===== config.mk =====
export PLATFORM = sky130hd
export DESIGN_NAME = health_controller
export DESIGN_NICKNAME = d
export VERILOG_FILES = /design/src/rtl/health_pkg.sv /design/src/rtl/health_edge_det.sv /design/src/rtl/health_controller.sv
export SDC_FILE = /design/constraint.sdc
export NUM_CORES = 1
export LEC_CHECK = 0
export BUFFER_PORTS_ARGS = -buffer_cell sky130_fd_sc_hd__buf_2
export CELL_PAD_IN_SITES_DETAIL_PLACEMENT = 1
export CELL_PAD_IN_SITES_GLOBAL_PLACEMENT = 1
export CORE_MARGIN = 2
export CORE_UTILIZATION = 40
export DETAILED_ROUTE_END_ITERATION = 8
export PLACE_DENSITY = 0.7
export SLEW_MARGIN = 20
export SYNTH_ARGS = -nofsm -noshare
export SYNTH_HDL_FRONTEND = slang
export SYNTH_SLANG_ARGS = --single-unit

===== constraint.sdc =====
create_clock -name clk -period 4.8 [get_ports clk]
set_input_delay 0.24 -clock clk [delete_from_list [all_inputs] [get_ports clk]]
set_output_delay 0.24 -clock clk [all_outputs]
set_load 0.01 [all_outputs]

===== src/rtl/health_pkg.sv =====
// Shared types and default constants for the player health controller.
// Both the controller and its edge detectors import this package.
package health_pkg;

  localparam int HEALTH_W = 4;
  localparam int CNT_W    = 8;

  // Defaults for the health_controller parameters of the same base name.
  localparam int DEF_MAX_HEALTH    = 3;
  localparam int DEF_INVULN_FRAMES = 90;
  localparam int DEF_BLINK_FRAMES  = 8;

  typedef enum logic [1:0] {
    IDLE   = 2'd0,
    ALIVE  = 2'd1,
    INVULN = 2'd2,
    DEAD   = 2'd3
  } health_state_t;

  function automatic logic [HEALTH_W-1:0] heal_sat(
    input logic [HEALTH_W-1:0] health,
    input logic [HEALTH_W-1:0] max_health
  );
    return (health >= max_health) ? max_health : health + 1'b1;
  endfunction

endpackage


===== src/rtl/health_edge_det.sv =====
// Single-bit rising-edge detector. The delay flop clears on reset, so a level
// that is already high when reset is released counts as an edge.
module health_edge_det
  import health_pkg::*;
(
  input  logic clk,
  input  logic rst,
  input  logic level,
  output logic rise
);

  logic level_d;

  always_ff @(posedge clk or negedge rst) begin
    if (!rst) begin
      level_d <= 1'b0;
    end else begin
      level_d <= level;
    end
  end

  assign rise = level & ~level_d;

endmodule


===== src/rtl/health_controller.sv =====
// Player health owner: hit/heal events, frame-timed invulnerability window
// with sprite blink, and game-over flag.
//
//   state  | meaning
//   IDLE   | no game running, health 0, waiting for game_start
//   ALIVE  | playing; hits decrement health, heals restore it
//   INVULN | post-hit grace window; hits discarded, heals still apply
//   DEAD   | health reached 0; waiting for game_start
module health_controller
  import health_pkg::*;
#(
  parameter int MAX_HEALTH    = DEF_MAX_HEALTH,
  parameter int INVULN_FRAMES = DEF_INVULN_FRAMES,
  parameter int BLINK_FRAMES  = DEF_BLINK_FRAMES
) (
  input  logic                clk,
  input  logic                rst,
  input  logic                frame_tick,
  input  logic                game_start,
  input  logic                hit,
  input  logic                heal,
  output logic [HEALTH_W-1:0] present_health,
  output logic                invuln,
  output logic                blink_hide,
  output logic                game_over
);

  localparam logic [HEALTH_W-1:0] MAX_H      = HEALTH_W'(MAX_HEALTH);
  localparam logic [HEALTH_W-1:0] ONE_H      = HEALTH_W'(1);
  localparam logic [CNT_W-1:0]    INV_LAST   = CNT_W'(INVULN_FRAMES - 1);
  localparam logic [CNT_W-1:0]    BLINK_LOAD = CNT_W'(BLINK_FRAMES - 1);

  health_state_t       state;
  logic [HEALTH_W-1:0] health;
  logic [CNT_W-1:0]    inv_cnt;
  logic [CNT_W-1:0]    blink_cnt;
  logic                blink_ph;
  logic                hit_ev;
  logic                heal_ev;

  health_edge_det u_hit_edge (
    .clk   (clk),
    .rst   (rst),
    .level (hit),
    .rise  (hit_ev)
  );

  health_edge_det u_heal_edge (
    .clk   (clk),
    .rst   (rst),
    .level (heal),
    .rise  (heal_ev)
  );

  // blink_cnt is a down-counter reloaded on every half-period boundary, which
  // tracks (inv_cnt+1) mod BLINK_FRAMES == 0 without a divider.
  always_ff @(posedge clk or negedge rst) begin
    if (!rst) begin
      state     <= IDLE;
      health    <= '0;
      inv_cnt   <= '0;
      blink_cnt <= '0;
      blink_ph  <= 1'b0;
    end else begin
      case (state)
        IDLE: begin
          if (game_start) begin
            state  <= ALIVE;
            health <= MAX_H;
          end
        end

        ALIVE: begin
          if (hit_ev) begin
            if (health > ONE_H) begin
              health    <= health - 1'b1;
              state     <= INVULN;
              inv_cnt   <= '0;
              blink_cnt <= BLINK_LOAD;
              blink_ph  <= 1'b0;
            end else begin
              health <= '0;
              state  <= DEAD;
            end
          end else if (heal_ev) begin
            health <= heal_sat(health, MAX_H);
          end
        end

        INVULN: begin
          if (heal_ev) begin
            health <= heal_sat(health, MAX_H);
          end
          if (frame_tick) begin
            inv_cnt <= inv_cnt + 1'b1;
            if (blink_cnt == '0) begin
              blink_ph  <= ~blink_ph;
              blink_cnt <= BLINK_LOAD;
            end else begin
              blink_cnt <= blink_cnt - 1'b1;
            end
            if (inv_cnt == INV_LAST) begin
              state <= ALIVE;
            end
          end
        end

        DEAD: begin
          if (game_start) begin
            state  <= ALIVE;
            health <= MAX_H;
          end
        end

        default: begin
          state <= IDLE;
        end
      endcase
    end
  end

  assign present_health = health;
  assign invuln         = (state == INVULN);
  assign blink_hide     = invuln & blink_ph;
  assign game_over      = (state == DEAD);

endmodule


# Yosys cells after proc, flatten, opt, wreduce, memory -nomap -nowiden
# Cells that the tools add are included.
[totals]
regBits = 25
input_bits = 6
output_inout_bits = 7
wordCells = 62
[classes]
n_addsub = 4
magnitude_cmp = 2
eq_ne = 10
n_mux = 26
bitwise_logic = 6
reduce_logical = 7
[op_table]
columns = ["cell", "n"]
rows = [
  ["8-bit two-way mux", 7],
  ["8-bit one-hot mux with 2 select lines", 2],
  ["4-bit two-way mux", 5],
  ["4-bit one-hot mux with 3 select lines", 1],
  ["8-bit by 1-bit adder with 8-bit output, second input constant", 1],
  ["8-bit by 7-bit equality test with 1-bit output, second input constant", 1],
  ["8-bit zero test", 1],
  ["2-bit two-way mux", 4],
  ["4-bit AND reduction", 2],
  ["8-bit by 1-bit subtractor with 8-bit output, second input constant", 1],
  ["2-bit by 1-bit != test with 1-bit output, second input constant", 3],
  ["2-bit != test, second input constant", 3],
  ["2-bit one-hot mux with 3 select lines", 1],
  ["1-bit two-way mux", 5],
  ["5-bit AND reduction", 1],
  ["4-bit by 1-bit adder with 4-bit output, second input constant", 1],
  ["2-bit equality test, second input constant", 2],
  ["4-bit by 2-bit >= comparator with 1-bit output, second input constant", 1],
  ["4-bit by 1-bit greater-than comparator with 1-bit output, second input constant", 1],
  ["4-bit by 1-bit subtractor with 4-bit output, second input constant", 1],
  ["1-bit bitwise AND", 3],
  ["1-bit inverter", 3],
  ["2-bit by 1-bit equality test with 1-bit output, second input constant", 1],
  ["2-bit zero test", 1],
  ["other kinds (3)", 3],
]

# Depth between registers and ports, before layout
# Gate-level depths: netlist (run 1).
[depth]
word_depth = 5
mapped_depth = 7
depth_no_buf = 6

# By module
# A second synthesis (run 1) with hierarchy kept.
[hier_totals]
cells_unflattened = 173
hier_area_um2 = 1662.8
[by_module_without_submodules]
columns = ["mod", "instances", "cells_each", "area_per_inst_um2", "seq_area_each_um2"]
rows = [
  ["health_controller", 1, 169, 1585.3, 575.6],
  ["health_edge_det", 2, 2, 38.8, 25.0],
]

# Worst setup path before layout (run 1)
# OpenSTA, ideal clock, no wires.
[synth_timing]
path_type = "register -> register"
from = "reg health[0], in the netlist present_health[0]"
to = "reg blink_cnt[1]"
setup_time_ns = 0.125
arrival_time_ns = 1.794
slack_ns = 2.881
stages_incl_launch_ff = 7
n_path_buf = 0
synth_period_minus_slack_ns = 1.919
cell_sequence = "dfrtp_1 -> inv_1 -> ha_1 -> or2_1 -> a21o_4 -> a21oi_4 -> mux2_2"
[synth_between]
elab_chain_len = 3
[synth_rtl]
columns = ["item", "line", "rtl"]
rows = [
  ["start, declared", "health_controller.sv:34", "logic [HEALTH_W-1:0] health;"],
  ["start signal, assigned", "health_controller.sv:76", "health <= health - 1'b1;"],
  ["start signal, assigned", "health_controller.sv:86", "health <= heal_sat(health, MAX_H);"],
  ["start signal, assigned", "health_controller.sv:92", "health <= heal_sat(health, MAX_H);"],
  ["4-bit by 1-bit greater-than comparator with 1-bit output", "health_controller.sv:75", "if (health > ONE_H) begin"],
  ["2-bit != test (no line)", "-", ""],
  ["4-bit AND reduction (no line)", "-", ""],
  ["end signal, assigned", "health_controller.sv:100", "blink_cnt <= blink_cnt - 1'b1;"],
  ["end, declared", "health_controller.sv:36", "logic [CNT_W-1:0] blink_cnt;"],
]
# No other way between the ends.
# A chain may end at the register's enable or synchronous reset.

# Final worst setup path (run 1)
[layout_timing]
from = "reg state[0]"
to = "reg blink_cnt[1]"
[layout_between]
elab_chain_len = 3
word_cells_on_any_way = 8
classes_between = "eq/ne: 5; mux: 1; reduce/logical: 2"
[layout_rtl]
columns = ["item", "line", "rtl"]
rows = [
  ["start, declared", "health_controller.sv:33", "health_state_t state;"],
  ["start signal, assigned", "health_controller.sv:59", "state <= IDLE;"],
  ["start signal, assigned", "health_controller.sv:68", "state <= ALIVE;"],
  ["start signal, assigned", "health_controller.sv:77", "state <= INVULN;"],
  ["2-bit by 1-bit equality test with 1-bit output / 2-bit equality test (equally long branches)", "health_controller.sv:65", "case (state)"],
  ["2-bit != test (no line) / 2-bit nonzero test (equally long branches)", "-", ""],
  ["4-bit AND reduction (no line)", "-", ""],
]
# Parallel ways exist; a longest one is shown, timed or not.

==> results of run 1 <==
==> placed cells by master (no fill, tap or decap), types with 2 or more instances in the layout <==
cell type,count
a2111o_1,2
a211oi_2,2
a21boi_0,2
a21o_1,6
a21oi_1,10
a31o_2,2
and3_1,2
buf_2,12
clkbuf_8,3
dfrtp_1,25
ha_1,10
inv_1,14
mux2i_1,8
nand2_1,14
nand2b_1,5
nand3_1,8
nand4_1,5
nor2_1,9
nor2b_1,2
nor3_1,5
o211ai_2,2
o21ai_0,14
o41ai_1,3
or3_1,2
==> power by group <==
group          leakage [nW]  switching [mW]  internal, mW
sequential            0.317          0.0629         0.262
combinational         0.497           0.278         0.182
clock                0.0228          0.0658        0.0593
total                 0.838           0.406         0.502
==> layer usage <==
metal	vias up	track usage, %	part of all wire (%)	wire [um]
met5	-	0	0	0
met4	0	3.92	0.50	22
met3	2	1.89	1.8	77
met2	15	32.2	47	2080
met1	726	27.3	50	2220
li1	704	-	-	-
==> final cells by class <==
cell class              instances  area (sq um)
multi-input cells             138           993
repair buffers                 13          70.1
inverters                      15          56.3
flip-flops and latches         25           626
clock buffers                   4          45.0
well taps                      50          62.6
fillers                       502          2200
==> stage by stage <==
stage | area, sq um | hold slack [ps]
finish | 1850 | 92.1
global placement | 1800 | 267
global route | 1850 | 76.3
floorplan | 1720 | -55.6
detailed placement | 1800 | 276
CTS | 1850 | 82.0
==> cells in the mapped netlist, types with 2 or more instances <==
master    instances  area share (%)
o211ai_2          2             1.5
nand2b_1          5             1.8
a21oi_1          10             2.9
nor2b_1           2            0.73
o41ai_1           3             1.5
nand2_1          14             3.1
or3_1             2            0.73
buf_2             5             1.5
a211oi_2          2             1.5
a2111o_1          2             1.3
a21o_1            6             2.6
mux2i_1           8             4.7
and3_1            2            0.73
a21boi_0          2            0.88
nor2_1            9             2.0
nand4_1           5             1.8
nand3_1           8             2.3
a31o_2            2             1.0
inv_1            14             3.1
nor3_1            5             1.5
dfrtp_1          25              36
ha_1             10             7.3
o21ai_0          14             4.1
==> flip-flops by register name, indices dropped and copies added (netlist names) <==
register             cells
blink_cnt                8
inv_cnt                  8
present_health           4
u_heal_edge.level_d      1
u_hit_edge.level_d       1
state                    2
blink_ph                 1
==> worst paths after layout <==
check                        startpoint             endpoint  slack (ps)  depth (start not counted)
max in group asynchronous           rst         blink_cnt[0]        3910                          2
min in group asynchronous           rst             state[1]         500                          2
max                            state[0]         blink_cnt[1]        2120                          5
min reg2reg                blink_cnt[3]         blink_cnt[3]         510                          1
max reg2reg                    state[0]         blink_cnt[1]        2120                          5
min                                heal  u_heal_edge.level_d          90                          1
==> logic make-up after synthesis <==
| logic type | count (synthesis) |
|---|---|
| flops | 25 |
| simple gates | 61 |
| mux | 9 |
| buf+inv | 22 |
| compound gates | 58 |
| fa+ha+maj | 10 |
==> critical path, cell delays in order, from the launching register on <==
cell and delay (ps):
dfrtp_1 410, inv_1 100, ha_1 700, nand2_1 550, a21oi_4 440, mux2_2 370
==> flow_summary.json, run 1 <==
{
  "outcome": "finished clean",
  "synthFlopType": "dfrtp_1",
  "drt_iter0_drc": 53,
  "synth_warnings": 0,
  "worst_slew_pin_slew_ps": 917,
  "die_h_um": 69.5,
  "post-route-period-util_pct": 55.9,
  "gp_congestion": 0.826,
  "diodes": 0,
  "cts_resized": 0,
  "ant_nets": 0,
  "p_total_uw": 909,
  "fin_nets": 212,
  "die-area_sq_um": 4830,
  "start_util_pct": 42.3,
  "cts_tree": "yes",
  "setup_tns_ps": 0,
  "clk_latency_ps": 260,
  "max_freq_mhz": 373,
  "power_density_nw_per_um2": 490,
  "worstPathArrival_ps": 2840,
  "cp-end-kind": "flip-flop",
  "portBuffers": 12,
  "crit_type": "flip-flop to flip-flop",
  "cp.required_ps": 4960,
  "syn_inst": 185,
  "cts_buffers": 3,
  "dr.pass1.iters": 4,
  "synth_edf_count": 0,
  "leakage_nw": 0.838,
  "io_pins": 13,
  "drv_cap": 0,
  "layout_setup_ws_ps": 2120,
  "grt_pass1_vias": 1587,
  "cp_max_fo": 24,
  "viasPerCell": 5.91,
  "pre_cts_slack_ps": 2160,
  "syn_nets": 201,
  "maxSlewHeadroom_pct": 38.9,
  "syn2layout_area_growth_pct": 8.02,
  "cts_hold_buf": 1,
  "dp.cells": 240,
  "overflow": 0,
  "synthSimpleGateAreaFrac_pct": 19.2,
  "synth_compound_area_share_pct": 26.1,
  "syn-cell-area_sq_um": 1720,
  "vias": 1447,
  "drc": 0,
  "path_clk_slew_ps": 90,
  "synth_top_family_by_area": "compound AO/OA/AOI/OAI gates",
  "grt_first_pass_wirelength_mm": 7.63,
  "hold_path.class": "primary input to flip-flop",
  "drv_slew": 0,
  "clockBufferDepth": 2,
  "fin_skew_ps": 1.89,
  "synth_cell_types": 51,
  "post_cts.repair.setup_buffers": 0,
  "finalSetupViolations": 0,
  "grt_use_total_pct": 19.3,
  "drive_above_1_share_pct": 14.9,
  "fin_crit_ps": 2680,
  "dp_hpwl_mm": 3.31,
  "grt_max_degree": 26,
  "final_util_pct": 45.7,
  "htreeDepth": 1,
  "clockRootBuffer": "clkbuf_8",
  "core_area_sq_um": 4060,
  "ir_worst_vdd_uv": 148,
  "post_drt_wl_per_cell_um": 17.9,
  "layout.cells.non_filler": 245,
  "yosysSeqAreaShare_pct": 36.5,
  "routed_wl_mm": 4.40,
  "die_w_um": 69.5,
  "final-hold-violation-count": 0,
  "postSynth.asyncResetShare_pct": 100,
  "cp-start-kind": "flip-flop",
  "postSynthAreaPerCell_sq_um": 9.27,
  "clock-sinks": 25,
  "synth-seq-cells": 25,
  "antenna_found_initial": 0,
  "synth-xor-area-share_pct": 0,
  "rsz0062_at_grt": "no",
  "synth.area.mux_share_pct": 5.32,
  "synth_fa_ha_area_share_pct": 7.29,
  "row_count": 23
}
No activity file was read; power rests on OpenSTA's default activity.
==> inputs of run 2 (changes only) <==
Clock period 4.8 ns to 2.8 ns, I/O delays scaled along.
==> run 2 against run 1 <==
Count of clock-buffer cells in the layout unchanged. Largest power group unchanged. Core utilization is 0.80 points higher. Total power up 74%. Flip-flop and latch count did not move. Critical path type unchanged. First-iteration DRC count grew 70%. Sequential share of layout area is 0.58 points lower.
==> flow_summary.json, run 2 (synthesis results as in run 1) <==
{
  "cp.required_ps": 2970,
  "leakage_nw": 0.857,
  "io_pins": 13,
  "dr.pass1.iters": 4,
  "path_clk_slew_ps": 100,
  "drv_slew": 0,
  "maxSlewHeadroom_pct": 59.3,
  "drive_above_1_share_pct": 16.1,
  "cts_buffers": 3,
  "drt_iter0_drc": 90,
  "overflow": 0,
  "grt_max_degree": 26,
  "cp_num_buf_inv": 1,
  "clockBufferDepth": 2,
  "ir_worst_vdd_uv": 245,
  "cp-start-kind": "flip-flop",
  "die-area_sq_um": 4830,
  "worst_slew_pin_slew_ps": 611,
  "r2r_cells": 6,
  "gp_congestion": 0.845,
  "grt_first_pass_wirelength_mm": 7.72,
  "p_int_uw": 872,
  "hold_path_startpoint": "hit",
  "cp-end-kind": "flip-flop",
  "final_cell_area_sq_um": 1890,
  "row_count": 23,
  "drv_cap": 0,
  "max_freq_mhz": 453,
  "pre_cts_slack_ps": 619,
  "max_stage_delay_ps": 480,
  "fin_nets": 216,
  "final-hold-violation-count": 0,
  "p_sw_share_pct": 44.7,
  "ant_nets": 0,
  "fin_hold_ws_ps": 8.69,
  "cp.depth": 6,
  "fin_crit_ps": 2210,
  "final_common_cell": "dfrtp_1",
  "worst-r2r-setup-slack_ps": 590,
  "clk_latency_ps": 280,
  "die_w_um": 69.5,
  "crit_path_top_delay_cell": "dfrtp_1",
  "p_total_mw": 1.58,
  "clock-sinks": 25,
  "n_fill_cell": 488,
  "layout_setup_ws_ps": 593,
  "cts_tree": "yes",
  "cp_top_family": "compound AO/OA/AOI/OAI gates",
  "combPwrFrac_pct": 50.1,
  "crit_type": "flip-flop to flip-flop",
  "diodes": 0,
  "cts_resized": 0,
  "path_cells": "inv_1 > ha_1 > or2_1 > a21o_4 > a21oi_4 > mux2_2",
  "start_util_pct": 42.3,
  "worstPathArrival_ps": 2380,
  "cp_max_fo": 22,
  "hold_path.class": "primary input to flip-flop",
  "drc": 0,
  "mostFrequentLayoutCells": "dfrtp_1, inv_1, nand2_1, o21ai_0, buf_2",
  "post-route-period-util_pct": 78.8,
  "routed_wl_mm": 4.49,
  "place_area_sq_um": 1820,
  "die_h_um": 69.5,
  "r2r_start": "present_health[0]",
  "clockRootBuffer": "clkbuf_8",
  "net-switching-power_uw": 705,
  "grt_pass1_vias": 1581,
  "post_drt_wl_per_cell_um": 18.0,
  "power_frac_seq_pct": 35.5,
  "post_cts.repair.setup_buffers": 0,
  "htreeDepth": 1,
  "setup_tns_ps": 0,
  "finalSetupViolations": 0,
  "syn2layout_area_growth_pct": 9.92,
  "clockPowerShare_pct": 14.5,
  "cts_hold_buf": 2,
  "antenna_found_initial": 0,
  "dp_hpwl_mm": 3.34,
  "viasPerCell": 6.02,
  "power_density_nw_per_um2": 837,
  "outcome": "finished clean",
  "reg2reg_to": "blink_cnt[1]",
  "portBuffers": 12,
  "vias": 1499,
  "fin_skew_ps": 5.58,
  "holdPathEnd": "u_hit_edge.level_d",
  "rsz0062_at_grt": "no",
  "hold_path_depth": 1,
  "core_area_sq_um": 4060,
  "grt_use_total_pct": 19.4
}
[run 2: stage by stage]
step | utilization, % | std cells
global placement | 44.9 | 243
global route | 46.5 | 249
floorplan | - | 185
detailed placement | 44.9 | 243
finish | 46.5 | 249
CTS | 46.5 | 249
[run 2: cell type report]
type | count | area, sq um | area share (%)
repair buffers | 17 | 103 | 5.44
clock buffers | 4 | 45.0 | 2.39
inverters | 15 | 56.3 | 2.99
well taps | 50 | 62.6 | 3.32
flip-flops and latches | 25 | 626 | 33.2
multi-input cells | 138 | 993 | 52.7
[run 2: routing by layer]
metal / GRT usage [%] / routed length, um / vias up
li1: - / - / 714
met1: 26.0 / 2140 / 752
met2: 33.1 / 2150 / 28
met3: 2.62 / 148 / 5
met4: 4.58 / 42 / 0
met5: 0 / 0 / -
[run 2: worst max path at each step]
stage                            from           end  slack (ps)
floorplan           present_health[0]  blink_cnt[1]         880
global placement    present_health[0]  blink_cnt[1]         710
detailed placement  present_health[0]  blink_cnt[1]         620
CTS                 present_health[0]  blink_cnt[1]         600
global route        present_health[0]  blink_cnt[5]         480
finish              present_health[0]  blink_cnt[1]         590
[run 2: worst reg2reg max path, cell delays in order, from the launching register on]
cell and delay (ps):
dfrtp_1 480, inv_1 100, ha_1 240, or2_1 260, a21o_4 320, a21oi_4 330
mux2_2 380
[run 2: power groups by stage]
stage	sequential, mW	combinational [mW]	clock, mW
2_1_floorplan	0.543	0.586	0
3_3_place_gp	0.551	0.758	0
3_5_place_dp	0.564	0.788	0
4_1_cts	0.556	0.795	0.235
5_1_grt	0.577	0.883	0.251
6_report	0.560	0.790	0.228
==> inputs of run 3 (changes only) <==
Settings changed: PLACE_DENSITY 0.7 to 0.73.
Clock period 2.8 ns to 1.8 ns, I/O delays scaled along.
==> run 3 against run 2 <==
Cell area up 13%. First-iteration DRC count down 60%. Total power up 78%. Worst hold slack better by 210 ps. Critical endpoint is now inv_cnt[7].
==> flow_summary.json, run 3 (synthesis results as in run 1) <==
{
  "leakage_nw": 0.966,
  "hold_path.class": "primary input to flip-flop",
  "layout.cells.non_filler": 269,
  "die-area_sq_um": 4830,
  "path_clk_slew_ps": 90,
  "core_area_sq_um": 4060,
  "start_util_pct": 42.3,
  "ant_nets": 0,
  "cp_max_fo": 12,
  "drt_iter0_drc": 36,
  "worstPathArrival_ps": 1950,
  "r2r_start": "present_health[0]",
  "max_freq_mhz": 567,
  "gp_congestion": 0.928,
  "viasPerCell": 5.87,
  "final-hold-violation-count": 0,
  "clockRootBuffer": "clkbuf_8",
  "diodes": 0,
  "drv_cap": 0,
  "vias": 1578,
  "overflow": 0,
  "portBuffers": 12,
  "fin_crit_ps": 1760,
  "io_pins": 13,
  "n_fill_cell": 477,
  "mostFrequentLayoutCells": "dfrtp_1, buf_4, nand2_1, o21ai_0, buf_2",
  "holdPathEnd": "inv_cnt[0]",
  "drv_slew": 0,
  "crit_type": "flip-flop to flip-flop",
  "cp-end-kind": "flip-flop",
  "die_w_um": 69.5,
  "fin_hold_ws_ps": 219,
  "max_stage_delay_ps": 390,
  "setup_tns_ps": 0,
  "rsz0062_at_grt": "yes",
  "clockBufferDepth": 2,
  "row_count": 23,
  "dp.cells": 255,
  "path_cells": "inv_2 > ha_4 > or2_4 > a21o_4 > buf_12 > a211oi_2 > mux2i_1",
  "htreeDepth": 1,
  "grt_first_pass_wirelength_mm": 7.88,
  "finalSetupViolations": 0,
  "dr.pass1.iters": 4,
  "crit_path_top_delay_cell": "dfrtp_2",
  "routed_wl_mm": 4.65,
  "worst_slew_pin_slew_ps": 620,
  "syn2layout_area_growth_pct": 24.0,
  "power_density_nw_per_um2": 1320,
  "reg2reg_to": "inv_cnt[7]",
  "clock-sinks": 25,
  "post_drt_wl_per_cell_um": 17.3,
  "drive_above_1_share_pct": 28.3,
  "grt_use_total_pct": 19.9,
  "r2r_cells": 7,
  "outcome": "finished clean",
  "layout_setup_ws_ps": 37.4,
  "cp.required_ps": 1990,
  "pre_cts_slack_ps": -25.8,
  "fin_skew_ps": 3.46,
  "hold_path_startpoint": "frame_tick",
  "post-route-period-util_pct": 97.9,
  "hold_path_depth": 3,
  "grt_pass1_vias": 1641,
  "cts_tree": "yes",
  "antenna_found_initial": 0,
  "final_common_cell": "dfrtp_1",
  "cp-start-kind": "flip-flop",
  "worst-r2r-setup-slack_ps": 40,
  "grt_max_degree": 26,
  "drc": 0,
  "ir_worst_vdd_uv": 661,
  "die_h_um": 69.5,
  "maxSlewHeadroom_pct": 58.7,
  "clk_latency_ps": 270,
  "fin_nets": 236,
  "cts_buffers": 3,
  "dp_hpwl_mm": 3.40
}
-- run 3: worst max path at each step --
stage | from | end | depth (start not counted)
finish | present_health[0] | inv_cnt[7] | 7
global route | present_health[0] | inv_cnt[7] | 7
CTS | state[1] | inv_cnt[7] | 7
detailed placement | state[1] | inv_cnt[7] | 7
global placement | present_health[0] | inv_cnt[7] | 6
floorplan | present_health[1] | blink_cnt[1] | 6
-- run 3: metrics by stage --
stage / total power [mW] / utilization, % / area, sq um
5_1_grt: 3.05 / 52.4 / 2130
3_5_place_dp: 2.33 / 47.9 / 1940
6_report: 2.80 / 52.4 / 2130
2_1_floorplan: 1.82 / - / 1740
3_3_place_gp: 2.25 / 47.9 / 1940
4_1_cts: 2.71 / 50.2 / 2040
-- run 3: timing repair --
action                     CTS  global route
hold buffers                 3             0
hold endpoints to repair    27             0
setup endpoints to repair    6            21
resized for setup            1             8
pin swaps                    0             2
setup buffers                2             5
-- run 3: area by class of cell --
cell class,instances,area (sq um),share of cell area (%)
inverter,15,56.3,2.65
multi-input combinational,138,1060,49.6
clock buffer,4,45.0,2.12
sequential,25,627,29.5
timing repair buffer,37,280,13.2
tap,50,62.6,2.94
-- run 3: power by group --
part           internal, mW  total, mW  leakage, nW  switching (mW)
Clock                 0.158      0.341       0.0228           0.182
Combinational         0.767       1.61        0.627           0.845
Sequential            0.700      0.849        0.316           0.149
Total                  1.62       2.80        0.966            1.18
-- run 3: layer usage --
layer | part of all wire, % | up-vias | GRT usage [%]
li1 | - | 750 | -
met1 | 44 | 794 | 25.4
met2 | 51 | 30 | 35.7
met3 | 3.3 | 4 | 2.47
met4 | 0.97 | 0 | 4.58
met5 | 0 | - | 0
-- run 3: worst max-delay path: cells and delay by family, from the launching register on --
| family | cells | cell delay (ps) |
|---|---|---|
| flip-flops | 1 | 390 |
| AND/OR/NAND/NOR | 1 | 250 |
| multiplexers | 1 | 210 |
| buffers and inverters | 2 | 210 |
| adder cells (fa/ha/maj) | 1 | 160 |
| AO/OA/AOI/OAI | 2 | 450 |
